<file path="src/rtl/mem_access_ctrl.sv">
// Request/response front end for a dual-read-port, single-write-port memory.
// Handles one request at a time and keeps a saturating count of rejected requests.
module mem_access_ctrl #(
  parameter int unsigned ADDR_W   = 12,
  parameter int unsigned DATA_W   = 16,
  parameter int unsigned WR_LIMIT = 6
) (
  input  logic              clk,
  input  logic              rst_n,
  input  logic              req_valid,
  output logic              req_ready,
  input  logic [1:0]        req_op,
  input  logic [ADDR_W-1:0] req_addr_a,
  input  logic [ADDR_W-1:0] req_addr_b,
  input  logic [DATA_W-1:0] req_wdata,
  output logic              rsp_valid,
  input  logic              rsp_ready,
  output logic [DATA_W-1:0] rsp_data_a,
  output logic [DATA_W-1:0] rsp_data_b,
  output logic              rsp_err,
  output logic              mem_write,
  output logic [ADDR_W-1:0] mem_wr_addr,
  output logic [DATA_W-1:0] mem_wr_data,
  output logic [ADDR_W-1:0] mem_rd_addr_a,
  output logic [ADDR_W-1:0] mem_rd_addr_b,
  input  logic [DATA_W-1:0] mem_rd_data_a,
  input  logic [DATA_W-1:0] mem_rd_data_b,
  output logic [7:0]        err_count
);

  typedef enum logic [2:0] {
    StIdle,
    StRdIssue,
    StRdCapture,
    StWrIssue,
    StResp
  } state_e;

  localparam logic [1:0] OpRead     = 2'b00;
  localparam logic [1:0] OpReadPair = 2'b01;
  localparam logic [1:0] OpWrite    = 2'b10;

  state_e              state_q, state_d;
  logic [1:0]          op_q, op_d;
  logic [ADDR_W-1:0]   addr_a_q, addr_a_d;
  logic [ADDR_W-1:0]   addr_b_q, addr_b_d;
  logic [DATA_W-1:0]   wdata_q, wdata_d;
  logic [DATA_W-1:0]   rsp_data_a_q, rsp_data_a_d;
  logic [DATA_W-1:0]   rsp_data_b_q, rsp_data_b_d;
  logic                rsp_err_q, rsp_err_d;
  logic [7:0]          err_count_q, err_count_d;
  logic                reject;

  always_comb begin
    state_d      = state_q;
    op_d         = op_q;
    addr_a_d     = addr_a_q;
    addr_b_d     = addr_b_q;
    wdata_d      = wdata_q;
    rsp_data_a_d = rsp_data_a_q;
    rsp_data_b_d = rsp_data_b_q;
    rsp_err_d    = rsp_err_q;
    err_count_d  = err_count_q;
    reject       = 1'b0;

    case (state_q)
      StIdle: begin
        if (req_valid) begin
          op_d     = req_op;
          addr_a_d = req_addr_a;
          addr_b_d = req_addr_b;
          wdata_d  = req_wdata;
          case (req_op)
            OpRead, OpReadPair: state_d = StRdIssue;
            OpWrite: begin
              if (32'(req_addr_a) < WR_LIMIT) state_d = StWrIssue;
              else                            reject  = 1'b1;
            end
            default: reject = 1'b1;
          endcase
          // Rejects skip memory entirely and answer on the next cycle.
          if (reject) begin
            state_d      = StResp;
            rsp_err_d    = 1'b1;
            rsp_data_a_d = '0;
            rsp_data_b_d = '0;
            if (err_count_q != 8'hFF) err_count_d = err_count_q + 8'd1;
          end
        end
      end
      StRdIssue: state_d = StRdCapture;
      StRdCapture: begin
        // Memory registers the address, so read data is valid in this state.
        rsp_data_a_d = mem_rd_data_a;
        rsp_data_b_d = (op_q == OpReadPair) ? mem_rd_data_b : '0;
        rsp_err_d    = 1'b0;
        state_d      = StResp;
      end
      StWrIssue: begin
        rsp_data_a_d = wdata_q;
        rsp_data_b_d = '0;
        rsp_err_d    = 1'b0;
        state_d      = StResp;
      end
      StResp: begin
        if (rsp_ready) state_d = StIdle;
      end
      default: state_d = StIdle;
    endcase
  end

  always_ff @(posedge clk or negedge rst_n) begin
    if (!rst_n) begin
      state_q      <= StIdle;
      op_q         <= '0;
      addr_a_q     <= '0;
      addr_b_q     <= '0;
      wdata_q      <= '0;
      rsp_data_a_q <= '0;
      rsp_data_b_q <= '0;
      rsp_err_q    <= 1'b0;
      err_count_q  <= '0;
    end else begin
      state_q      <= state_d;
      op_q         <= op_d;
      addr_a_q     <= addr_a_d;
      addr_b_q     <= addr_b_d;
      wdata_q      <= wdata_d;
      rsp_data_a_q <= rsp_data_a_d;
      rsp_data_b_q <= rsp_data_b_d;
      rsp_err_q    <= rsp_err_d;
      err_count_q  <= err_count_d;
    end
  end

  assign req_ready     = (state_q == StIdle);
  assign rsp_valid     = (state_q == StResp);
  assign mem_write     = (state_q == StWrIssue);
  assign mem_wr_addr   = addr_a_q;
  assign mem_wr_data   = wdata_q;
  assign mem_rd_addr_a = addr_a_q;
  assign mem_rd_addr_b = addr_b_q;
  assign rsp_data_a    = rsp_data_a_q;
  assign rsp_data_b    = rsp_data_b_q;
  assign rsp_err       = rsp_err_q;
  assign err_count     = err_count_q;

endmodule

</file>
<file path="config.mk">
export PLATFORM = sky130hd
export DESIGN_NAME = mem_access_ctrl
export DESIGN_NICKNAME = d
export VERILOG_FILES = /design/src/rtl/mem_access_ctrl.sv
export SDC_FILE = /design/constraint.sdc
export NUM_CORES = 1
export LEC_CHECK = 0
export BUFFER_PORTS_ARGS = -buffer_cell sky130_fd_sc_hd__buf_2
export CAP_MARGIN = 5
export CORE_MARGIN = 2
export CORE_UTILIZATION = 35
export CTS_CLUSTER_DIAMETER = 60
export DETAILED_ROUTE_END_ITERATION = 10
export GPL_ROUTABILITY_DRIVEN = 0
export PLACE_DENSITY = 0.75
export SYNTH_ARGS = -nofsm -noshare
export SYNTH_HDL_FRONTEND = slang
export SYNTH_SLANG_ARGS = --single-unit
</file>
<file path="constraint.sdc">
create_clock -name clk -period 2.02 [get_ports clk]
set_clock_uncertainty 0.2 [all_clocks]
set_input_delay 0.202 -clock clk [delete_from_list [all_inputs] [get_ports clk]]
set_output_delay 0.202 -clock clk [all_outputs]
set_load 0.005 [all_outputs]
</file>
==> results.toml, run 1 <==
[run_status]
status = "completed"

[floorplan]
dieWidth_um = 105
initial_utilization_pct = 36.2
coreArea_um2 = 9820
die_h_um = 105
ios = 174
die-area_um2 = 11000
rows = 36

[detailed_routing]
num_vias = 3043
drc_errors = 0
vias_per_cell = 4.79
drt-pass1-iter-count = 6
first_iter_violations = 126
wire_per_inst_um = 15.9
drt_wl_total_um = 10100
postRouteAntennaNets = 0

[timing]
worstMarginPinSlew_ns = 0.515
fin_tns_setup_ns = 0
hold_viol = 0
slew_viol_final = 0
setup_viol = 0
timing.final.crit_share_pct = 96.5
min_period_ns = 1.95
clock.fmax_ghz = 0.513
rsz0062_at_grt = "true"
timing.slew.headroom_pct = 65.7

[yosys]
async_reset_ff_share_pct = 100
mappedNetlistNets = 327
ys.flop_type = "dfrtp_1"
synth_area_leaders = "dfrtp_1, mux2_2, mux2i_1"
ys_top_cells_by_count = "dfrtp_1, mux2_2, a22o_1, mux2i_1, o2bb2ai_1"
synth_edf_count = 0
yosysTopAreaCellShare_pct = 60.5
ys_seq_elements = 86
synth_top_area_cell = "dfrtp_1"
ys_seq_area_share_pct = 60.5
syn-cell-area_um2 = 3550
synth_cell_types = 29
synth_most_common_cell = "dfrtp_1"
syn_inst = 248
yosys_warnings = 0
synth.avg_cell_area_um2 = 14.3

[job]
drv_cap = 0

[finish]
nets = 576
area_delta_synth_final_pct = 57.2
diodes = 0
stdcell_area_um2 = 5590
layout-drive-gt1-share_pct = 50.0
fill_cells = 830

[power]
total_power_mw = 6.69
power.density_nw_per_um2 = 1200
p_leak_nw = 2.76
ir_worst_vdd_v = 0.000488

[global_routing]
antenna_found_initial = 0
grt.total_usage_pct = 18.7
grt_max_degree = 42
grt_overflow_total = 0
grt_pass1_vias = 3288
grt_pass1_wl_um = 16200

[cts]
cts.sinks = 86
h-tree-depth = 3
tritoncts = "built"
cts_made_buffers = 9
clkLatencyLatePin_ns = 0.35
path_clk_slew_ns = 0.08
root_buffer = "clkbuf_8"
cts_buffer_depth = 2

[setup_path]
arrival_ns = 2.03
timing.rr.end = "mem_rd_addr_a[5]"
r2r_slack_ns = 0.08
r2r_start = "state_q[2]"
cp.required_ns = 2.10
endpoint_kind = "register"
cp_max_fo = 17
cp-startpoint = "req_addr_a[10]"
startpoint_type = "input pin"
worstSetupPathType = "in2reg"
reg2reg_depth = 4
crit_end = "rsp_data_b[14]"

[placed_design]
postPlaceCellArea_um2 = 4550
place_hpwl_um = 6280
port_buffers = 173

[hold_path]
hold_class = "in2reg"
[cell type report]
class                           count  area [um2]  share of cell area, %
Inverter                            3        11.3                  0.201
Clock inverter                      4        95.1                   1.70
Multi-Input combinational cell    133        1240                   22.3
Clock buffer                       12         135                   2.42
Tap cell                          133         166                   2.98
Sequential cell                    86        2150                   38.5
Timing Repair Buffer              264        1780                   31.9
[worst min path at each step]
stage | from | cells past startpoint | end
3_3_place_gp | rst_n | 1 | mem_rd_addr_a[8]
5_1_grt | req_valid | 3 | state_q[1]
3_5_place_dp | rst_n | 1 | mem_rd_addr_a[8]
4_1_cts | req_valid | 3 | state_q[1]
2_1_floorplan | rst_n | 0 | err_count[0]
6_report | req_valid | 3 | state_q[1]
[cells in the final DEF, fill, tap and decap left out, drive strengths merged]
cell and instances:
ha 1, inv 3, dfrtp 86, o21ai 1, o211ai 1, o21a 3
bufinv 3, nor4 4, o2bb2ai 16, clkbuf 13, dlygate4sd3 76, a31oi 1
buf 187, and4 1, nor4b 4, a22o 16, nor3 5, clkinv 1
nand4 2, o41ai 1, nor2 4, nand3 1, xor2 7, mux2i 16
mux2 43, a211oi 1, nand2 4, and3 1
[power breakdown]
group,switching [mW],internal (mW)
clock,0.586,0.822
combinational,0.982,1.40
sequential,0.481,2.42
total,2.05,4.64
[metrics by stage]
stage | hold WS (ns) | util, % | std cells | setup WS [ns]
global placement | 0.00346 | 46.3 | 539 | 0.137
finish | 0.0316 | 56.9 | 635 | 0.0698
detailed placement | 0.00775 | 46.3 | 539 | 0.0457
floorplan | -0.294 | - | 248 | 0.0586
CTS | 0.00920 | 56.4 | 631 | 0.0270
global route | 0.0435 | 56.9 | 635 | -0.0203
[state kept, by name, indices dropped and copies added (netlist names)]
register and count:
mem_rd_addr_b 12, mem_wr_data 16, mem_rd_addr_a 12, rsp_data_b 16
rsp_err 1, op_q 2, state_q 3, rsp_data_a 16
err_count 8
[timing repair]
action / 4_1_cts / 5_1_grt
setup buffers: 0 / 3
setup endpoints to repair: 0 / 47
hold buffers: 76 / 0
hold endpoints to repair: 113 / 0
gates resized for setup: 0 / 2
[cells by family after synthesis]
group                      after synthesis  share of synthesized area, %
DFF                                     86                          60.5
AOI/OAI and AO/OA                       40                          9.50
and+or+nand+nor                         26                          5.24
buffers and inverters                   29                          4.51
xor gates and xnor gates                 7                          1.72
muxes                                   59                          18.1
adders and majority gates                1                         0.352
[layer usage]
metal	track usage [%]	wire length [um]	vias to the layer above
met3	3.68	513	29
met5	0	0	-
met4	9.71	294	0
met1	19.9	3900	1486
met2	34.6	5360	128
li1	-	-	1400
[worst max-delay path, stage by stage]
cell and delay, ns:
dlygate4sd3_1 0.55, buf_2 0.14, nor4_1 0.24, and3_2 0.31
o21a_2 0.23, buf_12 0.17, a22o_1 0.18
Note: power is estimated with default switching activity, not from simulation.
==> inputs of run 2 (changes only) <==
--- a/config.mk
+++ b/config.mk
@@ -8,11 +8,12 @@
 export BUFFER_PORTS_ARGS = -buffer_cell sky130_fd_sc_hd__buf_2
 export CAP_MARGIN = 5
 export CORE_MARGIN = 2
-export CORE_UTILIZATION = 35
+export CORE_UTILIZATION = 41
 export CTS_CLUSTER_DIAMETER = 60
 export DETAILED_ROUTE_END_ITERATION = 10
 export GPL_ROUTABILITY_DRIVEN = 0
-export PLACE_DENSITY = 0.75
+export MAX_ROUTING_LAYER = met4
+export PLACE_DENSITY = 0.84
 export SYNTH_ARGS = -nofsm -noshare
 export SYNTH_HDL_FRONTEND = slang
 export SYNTH_SLANG_ARGS = --single-unit
==> results.toml, run 2 (synthesized netlist as in run 1, its figures left out) <==
[timing]
rsz0062_at_grt = "false"
holdWs_ns = 0.0660
worstMarginPinSlew_ns = 0.468
timing.slew.headroom_pct = 68.8
timing.final.crit_share_pct = 97.0
min_period_ns = 1.96
fin_tns_setup_ns = 0
clock.fmax_ghz = 0.510
slew_viol_final = 0
setup_viol = 0
hold_viol = 0

[setup_path]
cp_max_fo = 21
worstSetupPathType = "in2reg"
arrival_ns = 2.03
slowest_stage = "dlygate4sd3_1"
cpPeakStageDelay_ns = 0.53
endpoint_kind = "register"
startpoint_type = "input pin"
cp.required_ns = 2.09
cp_cell_sequence = "dlygate4sd3_1 -> buf_2 -> nor4_1 -> and3_1 -> o21a_1 -> buf_4 -> a22o_1"

[detailed_routing]
num_vias = 3000
top_layer_used = "met4"
drt-pass1-iter-count = 4
met3_length_um = 546
first_iter_violations = 61
wl_met2_um = 5260
postRouteAntennaNets = 0
vias_per_cell = 4.98
drc_errors = 0
wl_met1_um = 3910
drt_wl_total_um = 9980
wire_per_inst_um = 16.6

[finish]
area_delta_synth_final_pct = 54.0
layout-drive-gt1-share_pct = 49.5
nets = 571
final_common_cell = "buf_2"
diodes = 0
layout_common_cells = "buf_2, dfrtp_1, dlygate4sd3_1, mux2_2"

[global_routing]
grt_max_degree = 44
grt_pass1_wl_um = 16200
grt.total_usage_pct = 22.0
grt_overflow_total = 0
antenna_found_initial = 0
grt_pass1_vias = 3273

[power]
comb_power_share_pct = 35.3
sw_frac_of_total_pct = 31.4
intPower_mw = 4.47
clkPwrFrac_pct = 19.8
seqPwrFrac_pct = 44.9
ir_worst_vdd_v = 0.000550
net-switching-power_mw = 2.05
power.density_nw_per_um2 = 1190
p_leak_nw = 2.70

[run_status]
status = "completed"

[job]
drv_cap = 0

[placed_design]
place_hpwl_um = 6080
port_buffers = 173

[hold_path]
hold_class = "in2reg"

[cts]
root_buffer = "clkbuf_8"
tritoncts = "built"
path_clk_slew_ns = 0.09
cts_buffer_depth = 2
h-tree-depth = 3
cts_made_buffers = 9
cts.sinks = 86
clkLatencyLatePin_ns = 0.33

[floorplan]
die-area_um2 = 9430
rows = 33
initial_utilization_pct = 42.8
coreArea_um2 = 8300
dieWidth_um = 97.1
ios = 174
die_h_um = 97.1
## run 2: layout make-up
| type | instances | area, um2 |
|---|---|---|
| Timing Repair Buffer | 259 | 1720 |
| Clock buffer | 11 | 131 |
| Clock inverter | 5 | 83.8 |
| Fill cell | 604 | 2830 |
| Tap cell | 105 | 131 |
| Sequential cell | 86 | 2150 |
| Inverter | 3 | 11.3 |
| Multi-Input combinational cell | 133 | 1250 |
## run 2: what timing repair did
item                                   in CTS  in global routing
endpoints found under the hold margin     108                  0
setup endpoints to repair                   0                  1
buffers inserted                            0                  0
resized for setup                           0                  1
hold buffers                               76                  0
## run 2: stage by stage
stage               instance area, um2  worst slack [ns]  total power [mW]  std cells  utilization (%)
floorplan                         3550            0.0586              4.10        248                -
global placement                  4490             0.168              5.00        510             54.1
detailed placement                4490             0.108              5.10        510             54.1
CTS                               5470            0.0704              6.53        602             65.9
global route                      5470           0.00845              6.95        602             65.9
finish                            5470            0.0601              6.52        602             65.9
## run 2: per-layer routing
metal,global-route usage [%],up-vias
li1,-,1395
met1,24.5,1446
met2,38.6,133
met3,5.11,26
met4,8.23,0
met5,-,-
## run 2: worst paths after layout
path	startpoint	to	slack, ns	cells past startpoint
min reg2reg	rsp_data_a[13]	rsp_data_a[13]	0.29	1
min	req_valid	state_q[1]	0.07	3
max	req_addr_a[10]	rsp_data_b[13]	0.06	7
max reg2reg	state_q[1]	mem_rd_addr_a[2]	0.12	3
max in group asynchronous	rst_n	mem_rd_addr_a[6]	0.86	3
min in group asynchronous	rst_n	err_count[7]	0.16	2
## run 2: power groups by stage
stage / sequential [mW] / combinational, mW / clock [mW]
2_1_floorplan: 2.94 / 1.15 / 0
3_3_place_gp: 2.88 / 2.12 / 0
3_5_place_dp: 2.93 / 2.17 / 0
4_1_cts: 2.91 / 2.29 / 1.34
5_1_grt: 3.02 / 2.51 / 1.42
6_report: 2.92 / 2.30 / 1.29
## run 2: worst max-delay path: cells and delay by family
family | cells | cell delay (ns)
AO/OA/AOI/OAI | 2 | 0.38
buffers and inverters | 3 | 0.93
AND/OR/NAND/NOR | 2 | 0.53
==> inputs of run 3 (changes only) <==
==> config.mk (replaced) <==
export PLATFORM = sky130hd
export DESIGN_NAME = mem_access_ctrl
export DESIGN_NICKNAME = d
export VERILOG_FILES = /design/src/rtl/mem_access_ctrl.sv
export SDC_FILE = /design/constraint.sdc
export NUM_CORES = 1
export LEC_CHECK = 0
export CAP_MARGIN = 5
export CORE_MARGIN = 2
export CORE_UTILIZATION = 56
export CTS_CLUSTER_DIAMETER = 60
export DETAILED_ROUTE_END_ITERATION = 10
export DONT_BUFFER_PORTS = 1
export GPL_ROUTABILITY_DRIVEN = 0
export MAX_ROUTING_LAYER = met4
export PLACE_DENSITY = 0.83
export SYNTH_ARGS = -nofsm -noshare
export SYNTH_HDL_FRONTEND = slang
export SYNTH_SLANG_ARGS = --single-unit
==> results.toml, run 3 (synthesized netlist as in run 1, its figures left out) <==
[run_status]
status = "complete, but fails checks"
violations = "negative hold slack"

[finish]
layout_common_cells = "dfrtp_1, dlygate4sd3_1, mux2_2"
final_common_cell = "dfrtp_1"
nets = 398
layout-drive-gt1-share_pct = 22.0
area_delta_synth_final_pct = 27.9
fill_cells = 415
diodes = 0

[power]
comb_power_share_pct = 22.4
intPower_mw = 3.90
p_leak_nw = 1.96
power.density_nw_per_um2 = 1250
net-switching-power_mw = 1.79
sw_frac_of_total_pct = 31.4
seqPwrFrac_pct = 55.4
ir_worst_vdd_v = 0.000819
total_power_mw = 5.68
clkPwrFrac_pct = 22.2

[global_routing]
grt_overflow_total = 0
grt.total_usage_pct = 25.4
grt_max_degree = 87
grt_pass1_wl_um = 13500
antenna_found_initial = 0
grt_pass1_vias = 2554

[detailed_routing]
drt_wl_total_um = 8350
num_vias = 2329
postRouteAntennaNets = 0
drt-pass1-iter-count = 5
vias_per_cell = 5.82
first_iter_violations = 146
wire_per_inst_um = 20.9
drc_errors = 0

[setup_path]
critPathTopFamily = "simple AND/OR/NAND/NOR gates"
slowest_stage = "dfrtp_1"
cpPeakStageDelay_ns = 0.46
cp_max_fo = 6
cp.required_ns = 2.08
crit_buf_inv = 1
startpoint_type = "register"
endpoint_kind = "register"
arrival_ns = 1.96
worstSetupPathType = "reg2reg"
cp_cell_sequence = "nor4b_4 -> o21ai_1 -> buf_4 -> nor4b_2 -> xor2_1"

[cts]
cts.sinks = 86
hold_buffers = 76
cts_setup_buffers = 0
tritoncts = "built"
path_clk_slew_ns = 0.09
cts_made_buffers = 9
cts_buffer_depth = 2
clkLatencyLatePin_ns = 0.34
h-tree-depth = 3
root_buffer = "clkbuf_8"

[timing]
min_period_ns = 1.90
holdWs_ns = -0.652
rsz0062_at_grt = "false"
clock.fmax_ghz = 0.526
fin_tns_setup_ns = 0
timing.final.crit_share_pct = 94.1
setup_viol = 0
hold_viol = 86
slew_viol_final = 0
worstMarginPinSlew_ns = 0.354
timing.slew.headroom_pct = 76.2

[floorplan]
rows = 29
dieWidth_um = 83.7
coreArea_um2 = 6240
ios = 174
die_h_um = 83.7
die-area_um2 = 7000
initial_utilization_pct = 57.0

[hold_path]
hold_class = "in2async"

[placed_design]
port_buffers = 0
place_hpwl_um = 5090

[job]
drv_cap = 0
-- run 3: cell types whose count changed in the layout (fill, tap and decap cells not counted) --
cell | previous run | this run
clkinv_2 | 0 | 1
buf_6 | 0 | 1
buf_4 | 10 | 9
o21ai_1 | 0 | 1
buf_2 | 172 | 0
o21ai_2 | 1 | 0
clkinvlp_4 | 2 | 1
clkinv_4 | 1 | 0
buf_12 | 1 | 0
-- run 3: through the flow --
step | setup WS [ns] | instances | cell area [um2] | utilization [%] | hold slack, ns
2_1_floorplan | 0.0586 | 248 | 3550 | - | -0.294
3_3_place_gp | 0.192 | 309 | 3580 | 57.3 | -0.292
3_5_place_dp | 0.105 | 309 | 3580 | 57.3 | -0.292
4_1_cts | 0.0814 | 400 | 4540 | 72.8 | -0.669
5_1_grt | 0.00523 | 400 | 4550 | 72.8 | -0.680
6_report | 0.119 | 400 | 4550 | 72.8 | -0.652
-- run 3: worst paths after layout --
check,startpoint,endpoint,slack [ns],cells after the start
setup / recovery,state_q[1],err_count[2],0.12,5
hold / removal,rst_n,rsp_data_b[9],-0.65,0
setup reg to reg,state_q[1],err_count[2],0.12,5
hold reg to reg,op_q[0],op_q[0],0.31,1
max in group asynchronous,rst_n,mem_rd_addr_a[4],2.15,0
min in group clk,req_valid,err_count[7],0.17,4
-- run 3: layout make-up --
class,instances,area [um2],area share [%]
Tap cell,77,96.3,2.12
Clock buffer,11,131,2.89
Multi-Input combinational cell,133,1240,27.3
Clock inverter,4,72.6,1.60
Inverter,3,11.3,0.248
Timing Repair Buffer,86,840,18.5
Sequential cell,86,2150,47.3
-- run 3: worst reg2reg max path, delay by kind of cell, from the launching register on --
kind            cells  cell delay (ns)
compound gates      1             0.16
xor+xnor            1             0.19
buf+inv             1             0.18
flops               1             0.46
simple gates        2             0.63
-- run 3: timing repair --
| action | CTS | global route |
|---|---|---|
| resized for setup | 0 | 1 |
| hold endpoints to repair | 164 | 86 |
| setup endpoints to repair | 0 | 7 |
-- run 3: power by group through the flow --
stage	Clock (mW)	Sequential, mW	Combinational, mW
finish	1.26	3.15	1.28
detailed placement	0	3.17	1.15
global placement	0	3.15	1.07
floorplan	0	2.94	1.15
global route	1.37	3.24	1.38
CTS	1.28	3.15	1.26
-- run 3: routing by layer --
metal	global-route usage (%)	part of all wire, %	vias up	wire length [um]
met5	-	0	-	0
met4	8.06	1.2	0	98
met3	6.33	6.4	9	536
met2	42.3	53	108	4420
met1	30.7	39	1172	3290
li1	-	-	1040	-
